==> src/rtl/mem_port_arbiter.sv <==
// Single-port memory sharer between instruction fetch and data load/store requesters.
// Sequences IDLE -> ISSUE -> (WAIT) -> RESP with round-robin arbitration on simultaneous requests.
module mem_port_arbiter #(
    parameter int ADDR_WIDTH  = 16,
    parameter int DATA_WIDTH  = 16,
    parameter int MEM_LATENCY = 2
) (
    input  logic                  clock,
    input  logic                  reset,
    input  logic                  halt,
    input  logic                  if_req,
    input  logic [ADDR_WIDTH-1:0] if_addr,
    output logic                  if_done,
    output logic [DATA_WIDTH-1:0] if_rdata,
    input  logic                  d_req,
    input  logic                  d_we,
    input  logic [ADDR_WIDTH-1:0] d_addr,
    input  logic [DATA_WIDTH-1:0] d_wdata,
    output logic                  d_done,
    output logic [DATA_WIDTH-1:0] d_rdata,
    output logic                  mem_en,
    output logic                  mem_we,
    output logic [ADDR_WIDTH-1:0] mem_addr,
    output logic [DATA_WIDTH-1:0] mem_wdata,
    input  logic [DATA_WIDTH-1:0] mem_rdata,
    output logic                  busy,
    output logic [1:0]            state
);

    typedef enum logic [1:0] {
        S_IDLE  = 2'd0,
        S_ISSUE = 2'd1,
        S_WAIT  = 2'd2,
        S_RESP  = 2'd3
    } state_t;

    localparam logic GNT_F = 1'b0;
    localparam logic GNT_D = 1'b1;

    state_t                state_q, state_d;
    logic [3:0]            cnt_q, cnt_d;
    logic                  last_q, last_d;
    logic                  owner_q, owner_d;
    logic [ADDR_WIDTH-1:0] addr_q, addr_d;
    logic                  we_q, we_d;
    logic [DATA_WIDTH-1:0] wdata_q, wdata_d;
    logic [DATA_WIDTH-1:0] if_rdata_q, if_rdata_d;
    logic [DATA_WIDTH-1:0] d_rdata_q, d_rdata_d;

    logic arb_en;
    logic cand_f;
    logic cand_d;
    logic winner;

    always_comb begin
        state_d    = state_q;
        cnt_d      = cnt_q;
        last_d     = last_q;
        owner_d    = owner_q;
        addr_d     = addr_q;
        we_d       = we_q;
        wdata_d    = wdata_q;
        if_rdata_d = if_rdata_q;
        d_rdata_d  = d_rdata_q;

        // The requester in its done cycle still holds req high; mask it so it cannot win again.
        arb_en = ((state_q == S_IDLE) || (state_q == S_RESP)) && !halt;
        cand_f = if_req && !((state_q == S_RESP) && (owner_q == GNT_F));
        cand_d = d_req  && !((state_q == S_RESP) && (owner_q == GNT_D));
        winner = (cand_f && cand_d) ? ~last_q : cand_d;

        unique case (state_q)
            S_IDLE, S_RESP: begin
                state_d = S_IDLE;
                if (arb_en && (cand_f || cand_d)) begin
                    state_d = S_ISSUE;
                    last_d  = winner;
                    owner_d = winner;
                    if (winner == GNT_D) begin
                        addr_d  = d_addr;
                        we_d    = d_we;
                        wdata_d = d_wdata;
                    end else begin
                        addr_d  = if_addr;
                        we_d    = 1'b0;
                        wdata_d = '0;
                    end
                end
            end
            S_ISSUE: begin
                if (we_q) begin
                    state_d = S_RESP;
                end else begin
                    state_d = S_WAIT;
                    cnt_d   = 4'(MEM_LATENCY);
                end
            end
            S_WAIT: begin
                cnt_d = cnt_q - 4'd1;
                if (cnt_q == 4'd1) begin
                    state_d = S_RESP;
                    if (owner_q == GNT_D) begin
                        d_rdata_d = mem_rdata;
                    end else begin
                        if_rdata_d = mem_rdata;
                    end
                end
            end
            default: state_d = S_IDLE;
        endcase
    end

    always_ff @(posedge clock or negedge reset) begin
        if (!reset) begin
            state_q    <= S_IDLE;
            cnt_q      <= '0;
            last_q     <= GNT_F;
            owner_q    <= GNT_F;
            addr_q     <= '0;
            we_q       <= 1'b0;
            wdata_q    <= '0;
            if_rdata_q <= '0;
            d_rdata_q  <= '0;
        end else begin
            state_q    <= state_d;
            cnt_q      <= cnt_d;
            last_q     <= last_d;
            owner_q    <= owner_d;
            addr_q     <= addr_d;
            we_q       <= we_d;
            wdata_q    <= wdata_d;
            if_rdata_q <= if_rdata_d;
            d_rdata_q  <= d_rdata_d;
        end
    end

    // Memory strobes are decoded from state only, so nothing combinational reaches them from req.
    assign mem_en    = (state_q == S_ISSUE);
    assign mem_we    = mem_en & we_q;
    assign mem_addr  = mem_en ? addr_q  : '0;
    assign mem_wdata = mem_en ? wdata_q : '0;

    assign if_done  = (state_q == S_RESP) && (owner_q == GNT_F);
    assign d_done   = (state_q == S_RESP) && (owner_q == GNT_D);
    assign if_rdata = if_rdata_q;
    assign d_rdata  = d_rdata_q;
    assign busy     = (state_q != S_IDLE);
    assign state    = state_q;

endmodule
==> config.mk <==
export PLATFORM = sky130hd
export DESIGN_NAME = mem_port_arbiter
export DESIGN_NICKNAME = d
export VERILOG_FILES = /design/src/rtl/mem_port_arbiter.sv
export SDC_FILE = /design/constraint.sdc
export NUM_CORES = 1
export LEC_CHECK = 0
export CAP_MARGIN = 20
export CORE_ASPECT_RATIO = 0.6
export CORE_MARGIN = 8
export CORE_UTILIZATION = 30
export CTS_CLUSTER_SIZE = 30
export DETAILED_ROUTE_END_ITERATION = 10
export GPL_TIMING_DRIVEN = 0
export PLACE_DENSITY_LB_ADDON = 0.05
export SLEW_MARGIN = 20
export SYNTH_ARGS = -nofsm -noshare
export SYNTH_HDL_FRONTEND = slang
export SYNTH_SLANG_ARGS = --single-unit
==> constraint.sdc <==
create_clock -name clock -period 3.2 [get_ports clock]
set_clock_uncertainty 0.2 [all_clocks]
set_input_delay 0.64 -clock clock [delete_from_list [all_inputs] [get_ports clock]]
set_output_delay 0.64 -clock clock [all_outputs]
set_load 0.05 [all_outputs]
==> Word-level counts from Yosys, hierarchy flattened <==
Cells that the tools add are included.
{ "classes": {"add_sub_neg": 1, "mul": 0, "div": 0, "magnitude_cmp": 0, "eq_ne": 6, "shift": 0, "n_mux": 12, "bitwise_logic": 2, "n_reduce_logical": 20} }
{ "op_table": {"columns": ["op", "n"], "rows": [
  ["2-to-1 mux 16 bit", 4],
  ["one-hot mux 4 bit (2 select lines)", 1],
  ["logical AND 1 bit", 7],
  ["one-hot mux 2 bit (3 select lines)", 1],
  ["AND reduction 3 bit", 2],
  ["== test 2 bit (second input constant)", 2],
  ["== test 4 x 1 -> 1 bit (second input constant)", 1],
  ["2-to-1 mux 1 bit", 4],
  ["2-to-1 mux 4 bit", 1],
  ["inequality test 2 bit (second input constant)", 2],
  ["AND reduction 2 bit", 2],
  ["nonzero test 2 bit", 2],
  ["subtractor 4 x 1 -> 4 bit (second input constant)", 1],
  ["zero test 1 bit", 3],
  ["== test 2 x 1 -> 1 bit (second input constant)", 1],
  ["zero test 2 bit", 1],
  ["logical OR 1 bit", 2],
  ["2-to-1 mux 2 bit", 1],
  ["OR reduction 2 bit", 1],
  ["bitwise AND 1 bit", 1],
  ["NOT 1 bit", 1]
]} }
{ "word_totals": {"ff_bits": 72, "latch_bits": 0, "ram_bits": 0, "romBits": 0, "output_inout_bits": 71, "word_cells": 49, "memories": 0} }

==> Depth between registers and ports, before layout <==
Gate-level depths: netlist of run 1.
{ "logic_depth": {"word_depth": 8, "depth_mapped": 8, "depth_no_buf": 7} }

==> Worst setup path after synthesis of run 1 <==
Ideal clock, no wire load.
{ "synth_timing": {"kind": "reg-to-reg", "startpoint": "register state_q[0] (netlist: state[0])", "endpoint": "register addr_q[10]", "arrival_time_ps": 2566, "slack_ps": 309, "path_stages_with_launch": 7, "n_path_buf": 1, "period_less_slack_ps": 2891, "cell_sequence": "dfrtp_1 -> ha_1 -> nor2b_1 -> o21ba_1 -> a2111oi_4 -> buf_4 -> mux2_2"} }
{ "synth_via": {"elab_chain_cells": 7, "elab_cells_between_ends": 17} }
{ "synth_lines": {"columns": ["item", "line_no", "rtl"], "rows": [
  ["from (decl)", "40", "state_t state_q, state_d;"],
  ["from (signal assigned)", "125", "state_q <= state_d;"],
  ["== test 2 bit (*)", null, null],
  ["logical AND 1 bit (*)", null, null],
  ["named net if_done", "13", "output logic if_done,"],
  ["zero test 1 bit (*)", "68", "cand_f = if_req && !((state_q == S_RESP) && (owner_q == GNT_F));"],
  ["logical AND 1 bit (*)", "68", null],
  ["logical AND 1 bit / logical OR 1 bit (equally long branches)", "70, 75", null],
  ["2-to-1 mux 1 bit / logical AND 1 bit (equally long branches)", "70, 75", null],
  ["2-to-1 mux 16 bit / AND reduction 2 bit (equally long branches)", null, null],
  ["to (signal assigned)", "129", "addr_q <= addr_d;"],
  ["to (decl)", "44", "logic [ADDR_WIDTH-1:0] addr_q, addr_d;"]
]} }
Mark *: on every way through the listed nets, which the timed path passes. The rest lies on a longest branch.
A chain may end at the register's enable or synchronous reset.

==> Final worst setup path of run 1 <==
{ "layout_timing": {"startpoint": "register state_q[1] (netlist: state[1])", "endpoint": "output mem_addr[15]"} }
{ "layout_via": {"elab_chain_cells": 2} }
{ "layout_lines": {"columns": ["item", "line_no", "rtl"], "rows": [
  ["== test 2 x 1 -> 1 bit", "138", "assign mem_en = (state_q == S_ISSUE);"],
  ["2-to-1 mux 16 bit", "140", "assign mem_addr = mem_en ? addr_q : '0;"],
  ["to (decl)", "23", "output logic [ADDR_WIDTH-1:0] mem_addr,"]
]} }
Every way passes these cells.

==> results of run 1 <==
[sequential cells by signal, indices dropped and copies added (netlist names)]
signal    cells
if_rdata     16
owner_q       1
state         2
wdata_q      16
d_rdata      16
we_q          1
cnt_q         4
addr_q       16
[timing repair]
item,CTS,global route
pin swaps,0,0
hold buffers,0,0
setup endpoints to repair,30,31
gates resized for setup,30,48
[placed cells by master (no fill, tap or decap), drive strengths merged]
cell type,count
dlymetal6s2s,1
buf,7
nor4,1
o31ai,1
bufinv,1
ha,6
o22a,1
o21ba,1
clkdlybuf4s15,1
inv,24
clkbuf,43
nand3,2
a2111oi,1
clkinvlp,1
nand2,23
nand2b,1
nor2,2
dfrtp,72
nor3,1
mux2i,17
a31oi,1
clkdlybuf4s50,108
a21oi,1
nor2b,3
a32o,1
o21ai,6
mux2,65
clkinv,1
and2,35
dlygate4sd2,7
nor3b,1
[layer usage]
layer | routed length [µm] | share of wire, % | global-route usage, %
met1 | 4014 | 44 | 14.53
met2 | 4373 | 48 | 21.03
met3 | 690 | 7.5 | 5.679
met4 | 119 | 1.3 | 4.045
met5 | 0 | 0 | 0
[cell type report]
| class | instances | area share, % |
|---|---|---|
| sequential | 72 | 34.76 |
| tap | 144 | 3.476 |
| multi-input combinational | 170 | 27.95 |
| timing repair buffer | 141 | 25.13 |
| clock buffer | 12 | 4.755 |
| clock inverter | 3 | 0.8207 |
| inverter | 24 | 1.738 |
| buffer | 14 | 1.376 |
[power groups by stage]
stage               logic [W]  clock network [W]  registers, W
finish                0.00286           0.000983       0.00153
CTS                   0.00293            0.00102       0.00154
global placement      0.00297                  0       0.00153
floorplan             0.00130                  0       0.00222
global route          0.00306            0.00107       0.00160
detailed placement    0.00299                  0       0.00155
[how the worst max path moves through the flow]
stage,endpoint,cells past startpoint
6_report,mem_addr[15],4
3_3_place_gp,if_rdata[2],1
5_1_grt,mem_addr[1],5
2_1_floorplan,addr_q[10],6
4_1_cts,mem_wdata[14],5
3_5_place_dp,mem_wdata[12],5
[worst register-to-register path, stage by stage, from the launching register on]
cell       delay [ns]
dfrtp_1          0.43
ha_1             0.23
nor2b_1          0.15
o21ba_1          0.20
a2111oi_4        0.64
buf_4            0.32
mux2_2           0.35
[kinds of logic (layout without fill, tap and decap cells)]
family,after synthesis,count (layout),share of synthesized area [%]
muxes,82,82,26.45
DFF,72,72,52.82
and+or+nand+nor,69,69,10.75
buffers and inverters,38,194,4.695
AOI/OAI and AO/OA,13,13,3.082
adders and majority gates,6,6,2.201
[per-stage QoR]
stage	hold WS (ns)	setup slack, ns	setup TNS [ns]
3_3_place_gp	0.2603	-1.434	-102.66
5_1_grt	0.07942	0.06040	0
3_5_place_dp	0.2719	0.1139	0
4_1_cts	0.06053	0.03169	0
2_1_floorplan	0.1444	0.3089	0
6_report	0.04972	0.2121	0
==> results.toml, run 1 <==
[floorplan]
placementRows = 30
ioPinCount = 141
coreArea_um2 = 11190
start_util_pct = 30.49
die_area_um2 = 15150
die_x_um = 153.7
die_h_um = 98.59

[logic_synthesis]
synth_common_cells = "72 x dfrtp_1, 62 x mux2_2, 35 x and2_1"
syn-num-nets = 356
synth_area_leaders = "dfrtp_1 53%, mux2_2 20%, and2_1 6.4%"
ys_seq_area_share_pct = 52.82
yosysMostFrequentCell = "dfrtp_1"
synth.distinct_cells = 27
synth_warnings = 0
syn_area_um2 = 3411
synthCells = 280
ys_async_sr_fraction_pct = 100.0
synth_top_area_cell = "dfrtp_1"
synth_edf_count = 0
dominantRegCellSynth = "dfrtp_1"
ys_seq_elements = 72
synth_top_area_share_pct = 52.82
synth.avg_cell_area_um2 = 12.18

[worst_setup_path]
crit_buf_inv = 2
cp_top_family = "buffers and inverters"
worstPathArrival_ns = 2.15
worstSetupPathType = "reg2out"
r2r_cells = 6
crit_slowest_cell = "clkdlybuf4s50_1"
reg2reg_to = "addr_q[10]"
crit_start = "state[1]"
ff2ff_setup_slack_ns = 0.57
crit_chain = "inv_1 -> ha_1 -> and2_1 -> clkdlybuf4s50_1"
crit_fanout = 7
cp_data_required_time_ns = 2.36
cp-start-kind = "flip-flop"
slowest_delay_ns = 0.81
end_kind = "primary output"
r2r_start = "state[0]"

[layout]
n_antenna_cell = 0
multi_input_area_um2 = 1449
seq_area_um2 = 1802
fillers = 1086
drive_gt1_share_pct = 24.31
final_nets = 508
finalCoreUtilization_pct = 46.34
stdcell_area_um2 = 5184
instances_no_fill = 580
syn2layout_area_growth_pct = 51.98

[drt]
drc = 0
postRouteAntennaNets = 0
routed_wirelength_mm = 9.197
drt-pass1-iter-count = 3
drt_iter0_drc = 77
via_count = 2522
wl_per_cell_um = 15.86
viasPerCell = 4.348

[clock_tree]
clk_latency_ns = 0.33
clk_path_buf_depth = 2
clock_sinks = 72
post-cts-setup-buffers = 0
clkTransAtPathRegs_ns = 0.06
cts_tree = "built"
cts_root_buffer = "clkbuf_16"
h-tree-depth = 3
numCtsBuffers = 9

[pwr]
p_clk_share_pct = 18.3
total_power_w = 0.005378
p_per_area_nw_per_um2 = 1037
seqPwrFrac_pct = 28.5
vdd_ir_drop_max_mv = 0.4013
p_sw_share_pct = 44.13
combPwrFrac_pct = 53.2
p_switching_w = 0.002373
internal-power_w = 0.003005
p_leak_nw = 2.341

[sta]
hold_viol_final = 0
setup_viol = 0
final.min_clock_period_ns = 2.988
rsz0062_at_grt = "no"
relSlewSlack_pct = 57.07
min_period_over_period_pct = 93.37
max_freq_ghz = 0.3347
slew_violations = 0
tightest_slew_ns = 0.6439

[place]
place.gp.congestion = 0.7061
placedCellCount = 565
io_buffers = 140
dp_hpwl_mm = 7.066
place_area_um2 = 5010

[global_route]
grt_max_degree = 42
grt_overflow = 0
track_usage_pct = 12.71
antenna_found_initial = 0
grt_pass1_vias = 2905
grt_pass1_wl_mm = 15.39

[hold_path]
hold_path.class = "in2async"

[flow_run]
drv_cap = 0

[status]
status = "finished, final reports clean"
Power figures use the tool's default switching activity.
==> inputs of run 2 (changes only) <==
--- a/config.mk
+++ b/config.mk
@@ -9,7 +9,7 @@
 export CORE_ASPECT_RATIO = 0.6
 export CORE_MARGIN = 8
 export CORE_UTILIZATION = 30
-export CTS_CLUSTER_SIZE = 30
+export CTS_CLUSTER_SIZE = 10
 export DETAILED_ROUTE_END_ITERATION = 10
 export GPL_TIMING_DRIVEN = 0
 export PLACE_DENSITY_LB_ADDON = 0.05
==> constraint.sdc (replaced) <==
create_clock -name clock -period 3.2 [get_ports clock]
set_clock_uncertainty 0.2 [all_clocks]
set_input_delay 0.96 -clock clock [delete_from_list [all_inputs] [get_ports clock]]
set_output_delay 0.96 -clock clock [all_outputs]
set_load 0.05 [all_outputs]
==> results.toml, run 2 (same netlist as run 1, synthesis figures left out) <==
[layout]
n_antenna_cell = 0
fillers = 1077
mostFrequentLayoutCell = "clkdlybuf4s50_1"
drive_gt1_share_pct = 26.83
final_nets = 508
seq_area_um2 = 1802
multi_input_area_um2 = 1451
syn2layout_area_growth_pct = 54.73
final_cell_mix = "103 x clkdlybuf4s50_1, 72 x dfrtp_1, 62 x mux2_2"
stdcell_area_um2 = 5278

[floorplan]
coreArea_um2 = 11190
ioPinCount = 141
start_util_pct = 30.49
placementRows = 30
die_area_um2 = 15150
die_x_um = 153.7
die_h_um = 98.59

[drt]
drc = 0
postRouteAntennaNets = 0
wl_per_cell_um = 15.90
drt_iter0_drc = 56
drt-pass1-iter-count = 3
routed_wirelength_mm = 9.224
via_count = 2520
viasPerCell = 4.345

[sta]
rsz0062_at_grt = "no"
min_period_over_period_pct = 95.22
setup_viol = 0
tightest_slew_ns = 0.6431
slew_violations = 0
hold_viol_final = 0
final.min_clock_period_ns = 3.047
fin_hold_ws_ns = 0.2826
relSlewSlack_pct = 57.13
max_freq_ghz = 0.3282
finalSetupTns_ns = 0

[worst_setup_path]
cp_data_required_time_ns = 2.04
worstPathArrival_ns = 1.89
crit_fanout = 7
worstSetupPathType = "reg2out"
end_kind = "primary output"
slowest_delay_ns = 0.54
crit_buf_inv = 3
crit_slowest_cell = "clkdlybuf4s15_1"
cp_top_family = "buffers and inverters"
crit_top_cell = "inv_1"
crit_chain = "inv_1 -> ha_2 -> nand2_1 -> inv_1 -> clkdlybuf4s15_1"
cp-start-kind = "flip-flop"

[place]
place_area_um2 = 5010
io_buffers = 140
place.gp.congestion = 0.7061
dp_hpwl_mm = 7.066

[clock_tree]
clock_sinks = 72
clk_path_buf_depth = 2
clk_latency_ns = 0.33
clkTransAtPathRegs_ns = 0.05
cts_tree = "built"
post-cts-setup-buffers = 0
ctsHoldBuffers = 0
numCtsBuffers = 9
cts_root_buffer = "clkbuf_16"
h-tree-depth = 3

[global_route]
grt_pass1_vias = 2902
grt_overflow = 0
grt_pass1_wl_mm = 15.38
track_usage_pct = 12.70
antenna_found_initial = 0
grt_max_degree = 42

[status]
status = "finished, final reports clean"

[pwr]
vdd_ir_drop_max_mv = 0.4013
p_leak_nw = 2.350
p_per_area_nw_per_um2 = 1025

[hold_path]
hold_path.class = "reg2reg"

[flow_run]
drv_cap = 0
[run 2: cell count changes in the layout (fill, tap and decap cells not counted), sizes merged]
cell           previous run  this run
clkbuf                   43        21
clkdlybuf4s15             1        18
buf                       7        17
clkdlybuf4s50           108       103
dlygate4sd2               7         3
clkdlybuf4s18             0         3
dlymetal6s2s              1         2
[run 2: timing repair]
item / 4_1_cts / 5_1_grt
gates resized for setup: 97 / 27
pin swaps: 0 / 0
setup endpoints to repair: 34 / 33
cloned: 0 / 0
[run 2: worst paths after layout]
kind / start / endpoint / slack (ns) / depth (start not counted)
setup / recovery: state[1] / mem_we / 0.15 / 5
hold / removal: addr_q[7] / addr_q[7] / 0.28 / 1
setup reg to reg: state[0] / addr_q[10] / 0.57 / 6
hold reg to reg: addr_q[7] / addr_q[7] / 0.28 / 1
max in group asynchronous: reset / d_rdata[5] / 1.85 / 2
min in group asynchronous: reset / addr_q[13] / 0.37 / 1
[run 2: metal layers]
layer  GRT usage [%]  vias up  wire length (µm)
li1                -     1231                 -
met1           14.53     1216              4072
met2           21.00       63              4363
met3           5.679       10               668
met4           4.045        0               119
met5               0        -                 0
[run 2: layout make-up]
cell class | count | area share (%)
repair buffers | 141 | 26.36
multi-input cells | 170 | 27.50
flip-flops and latches | 72 | 34.14
clock buffers | 12 | 4.670
well taps | 144 | 3.414
plain buffers | 14 | 1.399
inverters | 24 | 1.707
clock inverters | 3 | 0.8061
[run 2: through the flow]
stage	worst slack, ns	util [%]	cells	power, W
after global placement	-1.754	44.63	564	0.004503
after CTS	0.01513	47.70	580	0.005523
after global routing	0.0006068	47.18	580	0.005748
final	0.1530	47.18	580	0.005411
after floorplan	0.04494	-	280	0.003522
after detailed placement	-0.2061	44.79	565	0.004539
[run 2: report_power, final]
| part | internal, W | switching (W) | leakage [nW] | total, W |
|---|---|---|---|---|
| logic | 0.00110 | 0.00180 | 1.31 | 0.00290 |
| registers | 0.00132 | 0.000214 | 0.902 | 0.00153 |
| clock network | 0.000619 | 0.000363 | 0.139 | 0.000983 |
| total | 0.00304 | 0.00238 | 2.35 | 0.00541 |
==> inputs of run 3 (changes only) <==
--- a/config.mk
+++ b/config.mk
@@ -5,7 +5,6 @@
 export SDC_FILE = /design/constraint.sdc
 export NUM_CORES = 1
 export LEC_CHECK = 0
-export CAP_MARGIN = 20
 export CORE_ASPECT_RATIO = 0.6
 export CORE_MARGIN = 8
 export CORE_UTILIZATION = 30
==> results of run 3 <==
The final DEF is identical to that of run 2; final timing and power are the same.
